===== src/rtl/tile_line_fetcher.sv =====
// Tile line fetcher: walks one tilemap row per scanline and streams one pattern row per cycle.
// Scrolling (scroll_x/scroll_y, extra wrap slot) is compiled in only when TILE_SCROLL_EN is defined.
module tile_line_fetcher #(
  parameter int TILE_W   = 16,
  parameter int TILE_H   = 16,
  parameter int PIX_BITS = 16,
  parameter int TILES_X  = 40,
  parameter int TILES_Y  = 30,
  parameter int NUM_MAPS = 4,
  parameter int ID_BITS  = 8,
  parameter int V_ACTIVE = 480,
  parameter int V_TOTAL  = 525
) (
  input  logic                                         clk,
  input  logic                                         reset,
  input  logic                                         line_start,
  input  logic [9:0]                                   vcount,
  input  logic [$clog2(NUM_MAPS)-1:0]                  map_sel,
  input  logic [9:0]                                   scroll_x,
  input  logic [9:0]                                   scroll_y,
  output logic [$clog2(NUM_MAPS*TILES_X*TILES_Y)-1:0]  map_addr,
  input  logic [ID_BITS-1:0]                           map_rdata,
  output logic [ID_BITS+$clog2(TILE_H)-1:0]            pat_addr,
  input  logic [TILE_W*PIX_BITS-1:0]                   pat_rdata,
  output logic                                         tile_valid,
  output logic [$clog2(TILES_X+1)-1:0]                 tile_col,
  output logic [TILE_W*PIX_BITS-1:0]                   tile_data,
  output logic [$clog2(TILE_W)-1:0]                    fine_x,
  output logic                                         tile_done
);
  localparam int MA  = $clog2(NUM_MAPS*TILES_X*TILES_Y);
  localparam int PAW = ID_BITS + $clog2(TILE_H);
  localparam int CLW = $clog2(TILES_X+1);
  localparam int CW  = $clog2(TILES_X);
  localparam int FXW = $clog2(TILE_W);
  localparam int FYW = $clog2(TILE_H);

  logic [9:0] sx, sy;
`ifdef TILE_SCROLL_EN
  localparam int N = TILES_X + 1;
  assign sx = scroll_x;
  assign sy = scroll_y;
`else
  localparam int N = TILES_X;
  assign sx = scroll_x & 10'd0;
  assign sy = scroll_y & 10'd0;
`endif

  localparam logic [9:0]     VA_M1 = 10'(V_ACTIVE-1);
  localparam logic [9:0]     VT_M1 = 10'(V_TOTAL-1);
  localparam logic [CLW-1:0] LAST  = CLW'(N-1);
  localparam logic [CW-1:0]  COL_MAX = CW'(TILES_X-1);

  typedef enum logic [1:0] {IDLE, ISSUE, DRAIN} state_t;
  state_t state;

  logic           fetch_ok;
  logic [9:0]     line_l;
  int             y_i, row_i;
  logic [FYW-1:0] fy_n;
  logic [FXW-1:0] fx_n;
  logic [CW-1:0]  col0_n, col_nx;
  logic [MA-1:0]  base_n;

  logic [CLW-1:0] slot, rd_col;
  logic [CW-1:0]  col_q;
  logic [MA-1:0]  base_q;
  logic [FYW-1:0] fine_y;
  logic           iss_vld, rd_vld;

  // Lines after the last active one (other than the wrap from V_TOTAL-1) need no fetch.
  assign fetch_ok = (vcount < VA_M1) || (vcount == VT_M1);
  assign line_l   = (vcount == VT_M1) ? 10'd0 : vcount + 10'd1;

  always_comb begin
    y_i    = (int'(line_l) + int'(sy)) % (TILES_Y*TILE_H);
    row_i  = y_i / TILE_H;
    fy_n   = FYW'(y_i % TILE_H);
    fx_n   = FXW'(int'(sx) % TILE_W);
    col0_n = CW'((int'(sx) / TILE_W) % TILES_X);
    base_n = MA'(int'(map_sel)*TILES_X*TILES_Y + row_i*TILES_X);
  end

  assign col_nx    = (col_q == COL_MAX) ? '0 : col_q + CW'(1);
  assign pat_addr  = PAW'(int'(map_rdata)*TILE_H + int'(fine_y));
  assign tile_data = pat_rdata;

  always_ff @(posedge clk) begin
    if (reset) begin
      state      <= IDLE;
      tile_done  <= 1'b1;
      tile_valid <= 1'b0;
      tile_col   <= '0;
      fine_x     <= '0;
      map_addr   <= '0;
      iss_vld    <= 1'b0;
      rd_vld     <= 1'b0;
      rd_col     <= '0;
      slot       <= '0;
      col_q      <= '0;
      base_q     <= '0;
      fine_y     <= '0;
    end else begin
      // Two-stage valid/slot pipeline tracks the map read then the pattern read.
      rd_vld     <= iss_vld;
      rd_col     <= slot;
      tile_valid <= rd_vld;
      if (rd_vld) tile_col <= rd_col;

      if (line_start && fetch_ok) begin
        state      <= ISSUE;
        tile_done  <= 1'b0;
        iss_vld    <= 1'b1;
        rd_vld     <= 1'b0;
        tile_valid <= 1'b0;
        slot       <= '0;
        col_q      <= col0_n;
        base_q     <= base_n;
        fine_y     <= fy_n;
        fine_x     <= fx_n;
        map_addr   <= base_n + MA'(col0_n);
      end else if (line_start && state != IDLE) begin
        state      <= IDLE;
        tile_done  <= 1'b1;
        iss_vld    <= 1'b0;
        rd_vld     <= 1'b0;
        tile_valid <= 1'b0;
      end else begin
        case (state)
          ISSUE: begin
            if (slot == LAST) begin
              state   <= DRAIN;
              iss_vld <= 1'b0;
            end else begin
              slot     <= slot + CLW'(1);
              col_q    <= col_nx;
              map_addr <= base_q + MA'(col_nx);
            end
          end
          DRAIN: begin
            if (tile_valid && tile_col == LAST) begin
              state     <= IDLE;
              tile_done <= 1'b1;
            end
          end
          default: ;
        endcase
      end
    end
  end
endmodule

===== config.mk =====
export PLATFORM = sky130hd
export DESIGN_NAME = tile_line_fetcher
export DESIGN_NICKNAME = d
export VERILOG_FILES = /design/src/rtl/tile_line_fetcher.sv
export SDC_FILE = /design/constraint.sdc
export NUM_CORES = 1
export LEC_CHECK = 0
export BUFFER_PORTS_ARGS = -buffer_cell sky130_fd_sc_hd__buf_4
export CORE_AREA = 8 8 225 227
export DETAILED_ROUTE_END_ITERATION = 10
export DIE_AREA = 0 0 233 235
export PLACE_DENSITY = 0.41
export SETUP_SLACK_MARGIN = 0.2
export SYNTH_ARGS = -nofsm -noshare
export SYNTH_HDL_FRONTEND = slang
export SYNTH_SLANG_ARGS = --single-unit

===== constraint.sdc =====
create_clock -name clk -period 6.44 [get_ports clk]
set_input_delay 0.966 -clock clk [delete_from_list [all_inputs] [get_ports clk]]
set_output_delay 0.966 -clock clk [all_outputs]
set_load 0.02 [all_outputs]

* After elaboration in Yosys (flattened, before gate mapping)
Index checks and enable logic that the tools add are counted.
** Word-level totals
- Register bits after elaboration :: 60
- Bits of input ports :: 299
- Output and inout bits :: 293
** Operators by class
- Add/subtract/negate cells :: 7
- $mul :: 3
- Div/mod/pow operators :: 1
- $lt $le $gt $ge :: 1
- Eq/ne operators :: 12
- Multiplexer cells :: 19
- Bitwise operators :: 3
- Reduce and logical (&&, ||, !) cells :: 21
** Operators with widths (count)
- $mux 13 :: 4
- $add 32x1->32 :: 1
- $mod 11x10->32 const B :: 1
- $mul 32x4->10 const B :: 1
- $eq 6x6->1 const B :: 3
- $add 13x13->13 :: 1
- $add 13x6->13 :: 1
- $add 12x4->12 :: 1
- $add 6x1->6 const B :: 2
- $reduce_and 3->1 :: 4
- $reduce_bool 3->1 :: 4
- $add 10x1->10 const B :: 1
- $eq 10x10->1 const B :: 1
- $lt 10x9->1 const B :: 1
- $mux 1 :: 10
- $mux 10 :: 1
- $mul 5x4->9 const B :: 1
- $ne 2x2->1 const B :: 4
- $ne 4x4->1 const B :: 2
- $mux 6 :: 1
- $reduce_bool 2->1 :: 3
- $mul 2x3->5 const B :: 1
- $mux 2 :: 2
- $pmux 2 s2 :: 1
- 11 further kinds :: 15

* Logic depth before layout (Yosys ltp)
- Depth in word-level cells :: 9
- Depth in mapped cells :: 28

* Least setup slack after synthesis
Ideal clock, no wire load.
- Path kind :: input port to flip-flop
- From :: in vcount[0]
- To :: reg base_q[12]
- Setup time :: 114 ps
- Arrival time :: 5749 ps
- Required time :: 6326 ps
- Slack :: 576 ps
- Stages on the path :: 24
- Buffers on the path :: 1
- Cells stage by stage :: ha_1 -> nand3_1 -> o21a_1 -> or2_1 -> clkbuf_1 -> nand3_1 -> inv_1 -> ha_1 -> nor2b_1 -> nand4_1 -> xnor2_1 -> o21ai_0 -> ha_1 -> ha_1 -> ha_1 -> fa_1 -> a21o_1 -> a21oi_1 -> xnor2_1 -> ha_1 -> or2_2 -> a21oi_1 -> nor3_1 -> a2111oi_0
** On the way
- Word-level cells in the longest chain between the ends :: 8
- Elaborated cells on any way between the ends :: 12
** RTL lines
- start: declaration :: RTL line 17 : input logic [9:0] vcount,
- $add 10x1->10 / $eq 10x10->1 (equally long branches) :: RTL line 73, 72
- $mux 10 :: RTL line 73 : assign line_l = (vcount == VT_M1) ? 10'd0 : vcount + 10'd1;
- $mod 11x10->32 :: RTL line 76 : y_i = (int'(line_l) + int'(sy)) % (TILES_Y*TILE_H);
- $reduce_or 4->1 (no line)
- $and 1x1->1 (no line)
- $add 32x1->32 (no line)
- $mul 32x4->10 :: RTL line 81 : base_n = MA'(int'(map_sel)*TILES_X*TILES_Y + row_i*TILES_X);
- $add 13x13->13 :: RTL line 81
- end signal: assignment :: RTL line 118 : base_q <= base_n;
- end: declaration :: RTL line 67 : logic [MA-1:0] base_q;
Parallel ways exist; a longest one is shown, timed or not.
A chain may end at the register's enable or synchronous reset.

* Worst setup path after layout
Ends and elaborated chain as after synthesis.

==> impl_metrics.tcl <==
set metrics [dict create \
    outcome "completed" \
    tns_ns 0 \
    endpoint_kind "flop" \
    fin_crit_sh_pct 89.7 \
    synth_top_area_share_pct 34.1 \
    cts_tree "built" \
    pin_count 592 \
    hold_violations 0 \
    syn_inst 741 \
    critPathKind "primary input to flop" \
    crit-reg2reg-launch "col_q[0]" \
    drv_cap 0 \
    p_seq_share_pct 32.6 \
    hp-class "flop to flop" \
    grt_max_degree 42 \
    drt-initial-drc-count 129 \
    clock_latency_ns 0.32 \
    final_antenna_net_count 0 \
    clockBufferDepth 2 \
    ys_types 57 \
    grt_pass1_wl_um 23800 \
    hold_path_depth 2 \
    swShare_pct 29.9 \
    clockRootBuffer "clkbuf_16" \
    synth_flop_cell "dfxtp_1" \
    worstPathArrival_ns 5.98 \
    synth_adder_area_share_pct 10.3 \
    worstMarginPinSlew_ns 0.819 \
    regArea_sq_um 1140 \
    cts.sinks 57 \
    synth_area_per_cell_sq_um 7.98 \
    cp-start-kind "primary input" \
    yosysTopAreaCell "buf_4" \
    via_count 3742 \
    avgRoutedWirePerCell_um 14.2 \
    post-dp-hpwl_um 13100 \
    num-fill-cells 5407 \
    power_uw 1200 \
    ys_seq_area_share_pct 19.3 \
    vdd_drop_max_v 0.000161 \
    drc_errors 0 \
    n_antenna_cell 0 \
    die_y_um 235 \
    whs_endpoint "map_addr[1]" \
    p_comb_share_pct 26.2 \
    grt_pass1_vias 3839 \
    yosys.cell_count.top_type "buf_4" \
    place_ws_ns 0.226 \
    drive_above_1_share_pct 15.6 \
    synthToLayoutAreaGrowth_pct -10.7 \
    min_period_ns 5.78 \
    powerDensity_nw_per_um2 228 \
    io_buffers 39 \
    hold_path_startpoint "map_addr[1]" \
    netlist_area_sq_um 5920 \
    p_leak_uw 0.00200 \
    worst_slack_ns 0.665 \
    die_w_um 233 \
    r2r_end "map_addr[11]" \
    r2r_slack_ns 3.67 \
    initial_core_util_pct 12.5 \
    max-slew-margin-rel_pct 45.4 \
    ys_ff_latch 57 \
    synthMuxAreaShare_pct 1.18 \
    postCtsSetupRepairBufs 0 \
    yosys-top-cells-area "buf_4 34%, dfxtp_1 19%, ha_1 9.3%, a21oi_1 3.5%, nand2_1 3.0%" \
    synth_edf_count 0 \
    antenna_found_initial 0 \
    synth_compound_gate_area_share_pct 12.2 \
    place_area_sq_um 4960 \
    clock-skew-final_ns 0.00981 \
    r2r.worst_path.cells 12 \
    fmax_ghz 0.173 \
    grt_overflow 0 \
    p_int_uw 843 \
    synthTopCellsByCount "269 x buf_4, 57 x dfxtp_1, 48 x nand2_1" \
    required_ns 6.64 \
    synthSimpleGateAreaFrac_pct 15.0 \
    rows 80 \
    final_nets 862 \
    numCtsBuffers 9 \
    path_clk_slew_ns 0.05 \
    power_switching_uw 360 \
    fin_util_pct 11.2 \
    htree_levels 3 \
    final_max_slew_viol_count 0 \
    yosys_warnings 0 \
    core_area_sq_um 47100 \
    dieArea_sq_um 54800 \
    rsz0062_at_grt "false" \
    synth_top_family_by_area "buffers and inverters" \
    track_usage_pct 5.63 \
    synth_xor_area_share_pct 4.89 \
    asyncSetResetFlopFracSynth_pct 0 \
    multiInputGateArea_sq_um 2620 \
    routabilityCongestion 0.762 \
    wirelength_um 16100 \
    design_area_sq_um 5280 \
    cp_max_fo 6 \
    routed_via_density 3.30 \
    setup_viol 0 \
    clkPwrFrac_pct 41.2 \
    drtPass1Iterations 6 \
]
==> metal layers <==
layer / share of wire [%] / up-vias / track usage [%]
met5: 0.50 / - / 1.10
met4: 4.0 / 4 / 3.19
met3: 13 / 72 / 3.37
met2: 43 / 257 / 8.34
met1: 40 / 1655 / 6.06
li1: - / 1754 / -
==> kinds of logic after synthesis <==
| logic type | count (synthesis) |
|---|---|
| muxes | 7 |
| and+or+nand+nor | 177 |
| adders and majority gates | 47 |
| other | 1 |
| DFF | 57 |
| buffers and inverters | 308 |
| xor gates and xnor gates | 33 |
| AOI/OAI and AO/OA | 111 |
==> worst max path at each step <==
| stage | startpoint | end | slack, ns | cells after the start |
|---|---|---|---|---|
| 2_1_floorplan | vcount[0] | base_q[12] | 0.58 | 24 |
| 3_3_place_gp | vcount[0] | base_q[12] | 0.26 | 24 |
| 3_5_place_dp | vcount[0] | base_q[12] | 0.23 | 24 |
| 4_1_cts | vcount[0] | base_q[12] | 0.55 | 24 |
| 5_1_grt | vcount[0] | base_q[12] | 0.21 | 24 |
| 6_report | vcount[0] | base_q[12] | 0.66 | 24 |
==> cells in the final DEF, fill, tap and decap left out, types with 7 or more instances in the layout <==
cell type	count
nand2_1	48
a21oi_1	40
ha_1	44
nor3_1	10
inv_1	19
nor2_1	41
a211oi_1	9
nand3_1	17
clkbuf_16	9
nor2b_1	12
dfxtp_1	57
o21ai_0	18
a21o_1	8
mux2i_1	7
xor2_1	18
xnor2_1	15
buf_4	48
==> power groups by stage <==
stage               clock network, uW  logic (uW)  registers, uW
floorplan                           0         452            408
global placement                    0         319            399
detailed placement                  0         320            400
CTS                               512         322            392
global route                      528         360            395
finish                            496         316            392
==> sequential cells by signal, summed over array words and instances, names as in the netlist <==
signal	cells
map_addr	13
base_q	10
rd_vld	1
state	2
tile_done	1
iss_vld	1
rd_col	6
slot	6
col_q	6
tile_valid	1
fine_y	4
tile_col	6
==> area by class of cell <==
class,count,area share (%)
Clock buffer,9,4.26
Tap cell,615,14.6
Sequential cell,57,21.6
Multi-Input combinational cell,380,49.5
Timing Repair Buffer,48,6.82
Clock inverter,6,1.59
Inverter,20,1.66
==> per-stage QoR <==
| step | instances | hold slack, ns |
|---|---|---|
| 2_1_floorplan | 745 | 0.440 |
| 3_3_place_gp | 1120 | 0.445 |
| 3_5_place_dp | 1120 | 0.451 |
| 4_1_cts | 1135 | 0.458 |
| 5_1_grt | 1135 | 0.473 |
| 6_report | 1135 | 0.453 |
==> critical path, cell delays in order <==
cell       delay, ns
buf_4           0.13
ha_1            0.25
nand3_2         0.15
o21a_1          0.23
or2_1           0.25
nand3_1         0.11
inv_1           0.05
ha_1            0.29
nor2b_2         0.14
nand4_1         0.12
xnor2_1         0.14
o21ai_0         0.09
ha_1            0.35
ha_1            0.30
ha_1            0.23
fa_1            0.41
a21o_1          0.18
a21oi_1         0.22
xnor2_1         0.10
ha_1            0.24
or3_1           0.34
nor3_1          0.21
nor3_1          0.10
a2111oi_1       0.39
==> timing repair <==
item	4_1_cts	5_1_grt
resized for setup	0	5
endpoints found under the setup margin	0	1
hold buffers	0	0
(Power assumes the default switching activity.)
